File: config.mk
export PLATFORM = sky130hd
export DESIGN_NAME = fm_vout_timing
export DESIGN_NICKNAME = d
export VERILOG_FILES = /design/src/rtl/fm_vout_timing_pkg.sv /design/src/rtl/fm_vout_tcnt.sv /design/src/rtl/fm_vout_timing.sv
export SDC_FILE = /design/constraint.sdc
export NUM_CORES = 1
export LEC_CHECK = 0
export CELL_PAD_IN_SITES_DETAIL_PLACEMENT = 1
export CELL_PAD_IN_SITES_GLOBAL_PLACEMENT = 1
export CORE_UTILIZATION = 35
export DETAILED_ROUTE_END_ITERATION = 8
export PLACE_DENSITY = 0.76
export SKIP_LAST_GASP = 1
export SLEW_MARGIN = 40
export SYNTH_ARGS = -nofsm -noshare
export SYNTH_HDL_FRONTEND = slang
export SYNTH_SLANG_ARGS = --single-unit
File: constraint.sdc
create_clock -name clk_sys -period 5.1 [get_ports clk_sys]
set_input_delay 1.275 -clock clk_sys [delete_from_list [all_inputs] [get_ports clk_sys]]
set_output_delay 1.275 -clock clk_sys [all_outputs]
set_load 0.01 [all_outputs]
File: src/rtl/fm_vout_timing_pkg.sv
// Shared types and timing presets for the fm_hdmi video timing generator.
// Presets describe one display mode each; the top takes its defaults from the VGA preset.
package fm_vout_timing_pkg;

  typedef enum logic {
    ST_IDLE = 1'b0,
    ST_RUN  = 1'b1
  } state_t;

  typedef struct packed {
    int unsigned h_active;
    int unsigned h_fp;
    int unsigned h_sync;
    int unsigned h_bp;
    int unsigned v_active;
    int unsigned v_fp;
    int unsigned v_sync;
    int unsigned v_bp;
    bit          hs_pol;
    bit          vs_pol;
  } timing_t;

  // 640x480@60, active-low syncs
  localparam timing_t TIMING_640X480 = '{
    h_active: 640, h_fp: 16, h_sync: 96, h_bp: 48,
    v_active: 480, v_fp: 10, v_sync: 2,  v_bp: 33,
    hs_pol: 1'b0, vs_pol: 1'b0
  };

  // 1280x720@60, active-high syncs
  localparam timing_t TIMING_1280X720 = '{
    h_active: 1280, h_fp: 110, h_sync: 40, h_bp: 220,
    v_active: 720,  v_fp: 5,   v_sync: 5,  v_bp: 20,
    hs_pol: 1'b1, vs_pol: 1'b1
  };

  function automatic int unsigned line_total(input int unsigned act, input int unsigned fp,
                                             input int unsigned sync, input int unsigned bp);
    return act + fp + sync + bp;
  endfunction

endpackage

File: src/rtl/fm_vout_tcnt.sv
// Wrapping timing counter with active and sync window decodes.
// Used once per axis; the decodes are combinational from the count register.
module fm_vout_tcnt #(
  parameter int P_CW       = 12,
  parameter int P_TOTAL    = 800,
  parameter int P_ACT      = 640,
  parameter int P_SYNC_BEG = 656,
  parameter int P_SYNC_END = 752
) (
  input  logic            clk_sys,
  input  logic            rst,
  input  logic            i_clear,
  input  logic            i_inc,
  output logic [P_CW-1:0] o_cnt,
  output logic            o_wrap,
  output logic            o_active,
  output logic            o_sync
);

  localparam logic [P_CW-1:0] LAST     = P_CW'(P_TOTAL - 1);
  localparam logic [P_CW-1:0] ACT      = P_CW'(P_ACT);
  localparam logic [P_CW-1:0] SYNC_BEG = P_CW'(P_SYNC_BEG);
  localparam logic [P_CW-1:0] SYNC_END = P_CW'(P_SYNC_END);

  logic [P_CW-1:0] cnt_q;

  // NOTE: state registers use non-blocking assignments so every flop samples pre-edge values.
  always_ff @(posedge clk_sys) begin
    if (rst || i_clear) begin
      cnt_q <= '0;
    end else if (i_inc) begin
      cnt_q <= (cnt_q == LAST) ? '0 : cnt_q + P_CW'(1);
    end
  end

  assign o_cnt    = cnt_q;
  assign o_wrap   = (cnt_q == LAST);
  assign o_active = (cnt_q < ACT);
  assign o_sync   = (cnt_q >= SYNC_BEG) && (cnt_q < SYNC_END);

endmodule

File: src/rtl/fm_vout_timing.sv
// Video timing generator: registered syncs, data enable and active-pixel coordinates.
// Starts and stops only on frame boundaries so the downstream delay line never sees a partial frame.
module fm_vout_timing
  import fm_vout_timing_pkg::*;
#(
  parameter int P_H_ACTIVE = TIMING_640X480.h_active,
  parameter int P_H_FP     = TIMING_640X480.h_fp,
  parameter int P_H_SYNC   = TIMING_640X480.h_sync,
  parameter int P_H_BP     = TIMING_640X480.h_bp,
  parameter int P_V_ACTIVE = TIMING_640X480.v_active,
  parameter int P_V_FP     = TIMING_640X480.v_fp,
  parameter int P_V_SYNC   = TIMING_640X480.v_sync,
  parameter int P_V_BP     = TIMING_640X480.v_bp,
  parameter bit P_HS_POL   = TIMING_640X480.hs_pol,
  parameter bit P_VS_POL   = TIMING_640X480.vs_pol,
  parameter int P_CW       = 12
) (
  input  logic            clk_sys,
  input  logic            rst,
  input  logic            i_enable,
  output logic            o_hsync,
  output logic            o_vsync,
  output logic            o_de,
  output logic [P_CW-1:0] o_x,
  output logic [P_CW-1:0] o_y,
  output logic            o_frame_start,
  output logic            o_line_start,
  output logic            o_busy
);

  localparam int H_TOTAL = line_total(P_H_ACTIVE, P_H_FP, P_H_SYNC, P_H_BP);
  localparam int V_TOTAL = line_total(P_V_ACTIVE, P_V_FP, P_V_SYNC, P_V_BP);

  state_t state_q, state_d;
  logic   stop_q, stop_d;
  logic   run;

  logic [P_CW-1:0] h_cnt, v_cnt;
  logic            h_wrap, h_act, h_sync;
  logic            v_wrap, v_act, v_sync;
  logic            frame_end;
  logic            de_d;

  assign run       = (state_q == ST_RUN);
  assign frame_end = h_wrap && v_wrap;

  // Counters are held at zero while idle, so entering RUN always begins at (0,0).
  fm_vout_tcnt #(
    .P_CW      (P_CW),
    .P_TOTAL   (H_TOTAL),
    .P_ACT     (P_H_ACTIVE),
    .P_SYNC_BEG(P_H_ACTIVE + P_H_FP),
    .P_SYNC_END(P_H_ACTIVE + P_H_FP + P_H_SYNC)
  ) u_hcnt (
    .clk_sys (clk_sys),
    .rst     (rst),
    .i_clear (!run),
    .i_inc   (run),
    .o_cnt   (h_cnt),
    .o_wrap  (h_wrap),
    .o_active(h_act),
    .o_sync  (h_sync)
  );

  fm_vout_tcnt #(
    .P_CW      (P_CW),
    .P_TOTAL   (V_TOTAL),
    .P_ACT     (P_V_ACTIVE),
    .P_SYNC_BEG(P_V_ACTIVE + P_V_FP),
    .P_SYNC_END(P_V_ACTIVE + P_V_FP + P_V_SYNC)
  ) u_vcnt (
    .clk_sys (clk_sys),
    .rst     (rst),
    .i_clear (!run),
    .i_inc   (run && h_wrap),
    .o_cnt   (v_cnt),
    .o_wrap  (v_wrap),
    .o_active(v_act),
    .o_sync  (v_sync)
  );

  always_ff @(posedge clk_sys) begin
    if (rst) begin
      state_q <= ST_IDLE;
      stop_q  <= 1'b0;
    end else begin
      state_q <= state_d;
      stop_q  <= stop_d;
    end
  end

  // NOTE: every signal driven here gets a default first, so no path can infer a latch.
  always_comb begin
    state_d = state_q;
    stop_d  = stop_q;
    case (state_q)
      ST_IDLE: begin
        stop_d = 1'b0;
        if (i_enable) state_d = ST_RUN;
      end
      ST_RUN: begin
        stop_d = !i_enable;
        if (frame_end && (stop_q || !i_enable)) begin
          state_d = ST_IDLE;
          stop_d  = 1'b0;
        end
      end
      default: begin
        state_d = ST_IDLE;
        stop_d  = 1'b0;
      end
    endcase
  end

  assign de_d = run && h_act && v_act;

  // Output stage: one register per signal, reflecting the counter state of the previous cycle.
  always_ff @(posedge clk_sys) begin
    if (rst) begin
      o_hsync       <= ~P_HS_POL;
      o_vsync       <= ~P_VS_POL;
      o_de          <= 1'b0;
      o_x           <= '0;
      o_y           <= '0;
      o_frame_start <= 1'b0;
      o_line_start  <= 1'b0;
    end else begin
      o_hsync       <= (run && h_sync) ? P_HS_POL : ~P_HS_POL;
      o_vsync       <= (run && v_sync) ? P_VS_POL : ~P_VS_POL;
      o_de          <= de_d;
      o_x           <= de_d ? h_cnt : '0;
      o_y           <= de_d ? v_cnt : '0;
      o_frame_start <= de_d && (h_cnt == '0) && (v_cnt == '0);
      o_line_start  <= de_d && (h_cnt == '0);
    end
  end

  assign o_busy = run;

endmodule

# ---- Word-level counts from Yosys, hierarchy flattened
# Index checks and enable logic that the tools add are counted.
dict set report totals {
  wordCells 50
  register_bits 55
}
dict set report classes {
  n_mux 9
  add_sub_neg 2
  n_bitwise 2
  eq_ne 2
  n_reduce_logical 18
  magnitude_cmp 6
}
# op n
set ops {}
lappend ops {{adder 12 x 1 -> 12 bit (second input constant)} 2}
lappend ops {{equality test 12 x 10 -> 1 bit (second input constant)} 2}
lappend ops {{logical NOT 12 bit} 2}
lappend ops {{less-than comparator 12 x 10 -> 1 bit (second input constant)} 2}
lappend ops {{less-than comparator 12 x 9 -> 1 bit (second input constant)} 2}
lappend ops {{two-way mux 12 bit} 2}
lappend ops {{>= comparator 12 x 10 -> 1 bit (second input constant)} 1}
lappend ops {{>= comparator 12 x 9 -> 1 bit (second input constant)} 1}
lappend ops {{logical AND 1 bit} 11}
lappend ops {{two-way mux 1 bit} 5}
lappend ops {{one-hot mux 1 bit (2 select lines)} 2}
lappend ops {{logical NOT 1 bit} 2}
lappend ops {{logical OR 1 bit} 2}
lappend ops {{inverter 1 bit} 2}
lappend ops {{OR reduction 2 bit} 1}

# ---- Longest topological paths before layout
dict set report depth {
  word_depth 5
  ltp_mapped 6
  mapped_depth_nobuf 5
}

# ---- Cells and area by module
# Synthesis repeated with hierarchy kept, for this count alone.
dict set report unflattened {
  cells_unflattened 218
  area_unflattened_um2 2138.3
}
# module area_each_um2 n_inst cells_per_inst seq_area_each_um2
set by_module_without_submodules {}
lappend by_module_without_submodules {fm_vout_timing 903.4 1 78 620.6}
lappend by_module_without_submodules {{fm_vout_tcnt (u_vcnt)} 629.4 1 70 240.2}
lappend by_module_without_submodules {{fm_vout_tcnt (u_hcnt)} 605.6 1 70 240.2}

# ---- Worst setup path after synthesis
# OpenSTA, ideal clock, no wires.
dict set report synth_path {
  path_type {input-to-reg}
  start {input rst}
  end {register o_x[2]}
  setup_time_ns 0.059
  required_time_ns 5.041
  path_slack_ns 2.237
  path_buffers 2
  arrival_ns 2.804
  path_stages 6
  path_cell_list {nand2b_1 -> or4_1 -> clkbuf_1 -> nor3_1 -> clkbuf_1 -> and2_1}
}
dict set report synth_between {
  elab_chain_len 1
}
# item line
set synth_rtl {}
lappend synth_rtl {{start, declared} fm_vout_timing.sv:19} ;# input logic rst,
lappend synth_rtl {{OR reduction 2 bit (no line)} --}
lappend synth_rtl {{end signal, assigned} fm_vout_timing.sv:131} ;# o_x <= de_d ? h_cnt : '0;
lappend synth_rtl {{end, declared} fm_vout_timing.sv:24} ;# output logic [P_CW-1:0] o_x,
# No other way between the ends.
# A chain may end at the register's enable or synchronous reset.

==> impl_metrics.tcl <==
set metrics [dict create \
    area_delta_synth_final_pct 23.20 \
    drt-total-wl_mm 4.622 \
    post-dp-hpwl_mm 3.325 \
    finClkSkew_ns 0.005663 \
    numCtsBuffers 5 \
    final-hold-violation-count 0 \
    cts.sink_count 55 \
    holdBufCountCts 0 \
    wl_met1_mm 2.295 \
    setup-violations-final 0 \
    final.period_utilization_pct 58.65 \
    drt_first_iter_violations 103 \
    crit_arrival_ns 3.22 \
    place_congestion 0.7970 \
    clock.fmax_mhz 334.3 \
    rows 27 \
    clockBufferDepth 2 \
    cts_tree "done" \
    drc 0 \
    slew_headroom_pct 53.46 \
    netlist_area_um2 2120 \
    worst_pin_slew_ns 0.6939 \
    ant_nets 0 \
    critPathMaxFanout 7 \
    synth.area.top_cells "dfxtp_1 (52%), and2_1 (4.7%), ha_1 (3.0%)" \
    p_sw_share_pct 21.82 \
    met3WireLength_um 164 \
    nNetsFinal 262 \
    grt_overflow 0 \
    drive_gt1_share_pct 5.882 \
    clk-insertion-delay-late_ns 0.31 \
    grt_usage_pct 15.65 \
    vdd_drop_max_mv 0.1049 \
    yosysSeqAreaShare_pct 51.95 \
    top_layer "met4" \
    post_drt_wl_per_cell_um 14.13 \
    grt_pass1_vias 1604 \
    crit_path_start_kind "input port" \
    wl_met2_mm 2.100 \
    dieArea_um2 6371 \
    synth_warnings 0 \
    p_leak_nw 0.9029 \
    cts_setup_buffers 0 \
    fillers 655 \
    slew_violations 0 \
    start_util_pct 37.35 \
    drtPass1Iterations 4 \
    n_antenna_cell 0 \
    yosysTopAreaCell "dfxtp_1" \
    grt_pass1_wl_mm 7.783 \
    syn_inst 223 \
    critical_path_required_ns 5.33 \
    endpoint_kind "register" \
    ys_seq_elements 55 \
    via_per_inst 5.297 \
    portBuffers 32 \
    whs_ns 0.5170 \
    core-area_um2 5675 \
    die_h_um 79.82 \
    ctsHtreeMaxLevel 2 \
    hold_class "reg2reg" \
    num_vias 1732 \
    utilization_pct 46.01 \
    antenna_found_initial 0 \
    p_int_w 0.0005990 \
    grt_max_degree 23 \
    netSwitchingPower_w 0.0001671 \
    io_pins 33 \
    status "finished, final reports clean" \
    dieWidth_um 79.82 \
    cts_resized 0 \
    drv_cap 0 \
    critPathKind "in2reg" \
    combPwrFrac_pct 4.0 \
    power_density_nw_per_um2 293.4 \
    rsz0062_at_grt "false" \
    period_minus_slack_ns 2.991 \
    power_frac_clock_pct 38.6 \
    synth_top_area_share_pct 51.95 \
    yosysUniqueCellTypes 35 \
    clkTransAtPathRegs_ns 0.10 \
    power_w 0.0007661 \
    syn_avg_cell_area_um2 9.505 \
    fin_tns_setup_ns 0 \
    cts_root_buf "clkbuf_8" \
    seq_power_share_pct 57.4 \
]
## synthesized netlist by cell type
cell type  count
conb_1         1
nand2b_1       1
or3_1         10
buf_6          2
a211oi_1       1
nor3b_1        1
nor4_1         7
nor3_1         5
or2_2          1
and4_1         3
nand3_1       12
inv_1          6
and2_1        16
and3_1         4
nor2_1        15
xnor2_1        3
o2111ai_1      1
nor4bb_1       1
nand2_1        7
a21oi_1       12
dfxtp_1       55
o21ai_0        9
ha_1           5
or4_1          5
nand4_1        9
or3_4          1
mux2_2         1
clkbuf_1      10
xor2_1         5
or4_4          1
nand4bb_1      1
nor2b_1        1
o31ai_1        6
nand3b_1       3
buf_2          2
## placed cells by master (no fill, tap or decap), types with 6 or more instances in the layout
cell type and instances:
nand3_1 12, nand2_1 7, a21oi_1 12, nand4_1 9, inv_1 6, clkdlybuf4s50_1 32, nor4_1 7, or3_1 10
o21ai_0 9, dfxtp_1 55, nor2_1 15, and2_1 16
## state kept, by name (all words and copies together), names as in the netlist
register,flops
o_busy,1
o_de,1
o_frame_start,1
o_hsync,1
o_line_start,1
o_vsync,1
o_x,12
o_y,12
stop_q,1
u_hcnt.o_cnt,12
u_vcnt.o_cnt,12
## per-layer routing
metal	global-route usage, %	up-vias
met5	0	-
met4	5.000	0
met3	3.086	6
met2	25.73	39
met1	20.49	838
li1	-	849
## layout make-up
type / instances / area (um2) / area share [%]
Inverter: 6 / 22.52 / 0.8625
Timing Repair Buffer: 34 / 335.3 / 12.84
Clock inverter: 3 / 47.55 / 1.821
Tap cell: 72 / 90.09 / 3.450
Sequential cell: 55 / 1101 / 42.17
Clock buffer: 5 / 68.82 / 2.635
Multi-Input combinational cell: 152 / 945.9 / 36.22
## logic make-up after synthesis
logic type      Yosys count  synth area share (%)
compound gates           29                 7.851
xor+xnor                  8                 3.306
fa+ha+maj                 5                 2.952
buf+inv                  20                 4.368
flops                    55                 51.95
mux                       1                0.5312
other cells               1                0.1769
simple gates            104                 28.87
## worst paths after layout
kind | startpoint | to | slack [ns] | depth (start not counted)
setup reg to reg | u_hcnt.o_cnt[0] | u_vcnt.o_cnt[11] | 2.77 | 5
hold / removal | u_hcnt.o_cnt[0] | u_hcnt.o_cnt[0] | 0.52 | 1
hold reg to reg | u_hcnt.o_cnt[0] | u_hcnt.o_cnt[0] | 0.52 | 1
setup / recovery | rst | o_frame_start | 2.11 | 5
## stage by stage
step           cells  worst slack [ns]  cell area [um2]
3_5_place_dp     319             1.806             2495
3_3_place_gp     319             1.911             2490
6_report         327             2.109             2611
2_1_floorplan    227             2.237             2135
5_1_grt          327             1.948             2611
4_1_cts          327             2.124             2611
## critical path: stages
cell,delay [ns]
clkdlybuf4s50_1,0.43
nand2b_1,0.25
or4_1,0.64
nor4_1,0.40
nor4bb_1,0.23
## power groups by stage
stage	Clock [W]	Sequential, W	Combinational, W
floorplan	0	0.000451	0.0000116
global placement	0	0.000450	0.0000299
detailed placement	0	0.000450	0.0000305
CTS	0.000304	0.000440	0.0000308
global route	0.000322	0.000441	0.0000336
finish	0.000296	0.000440	0.0000305
Power figures use the tool's default switching activity.
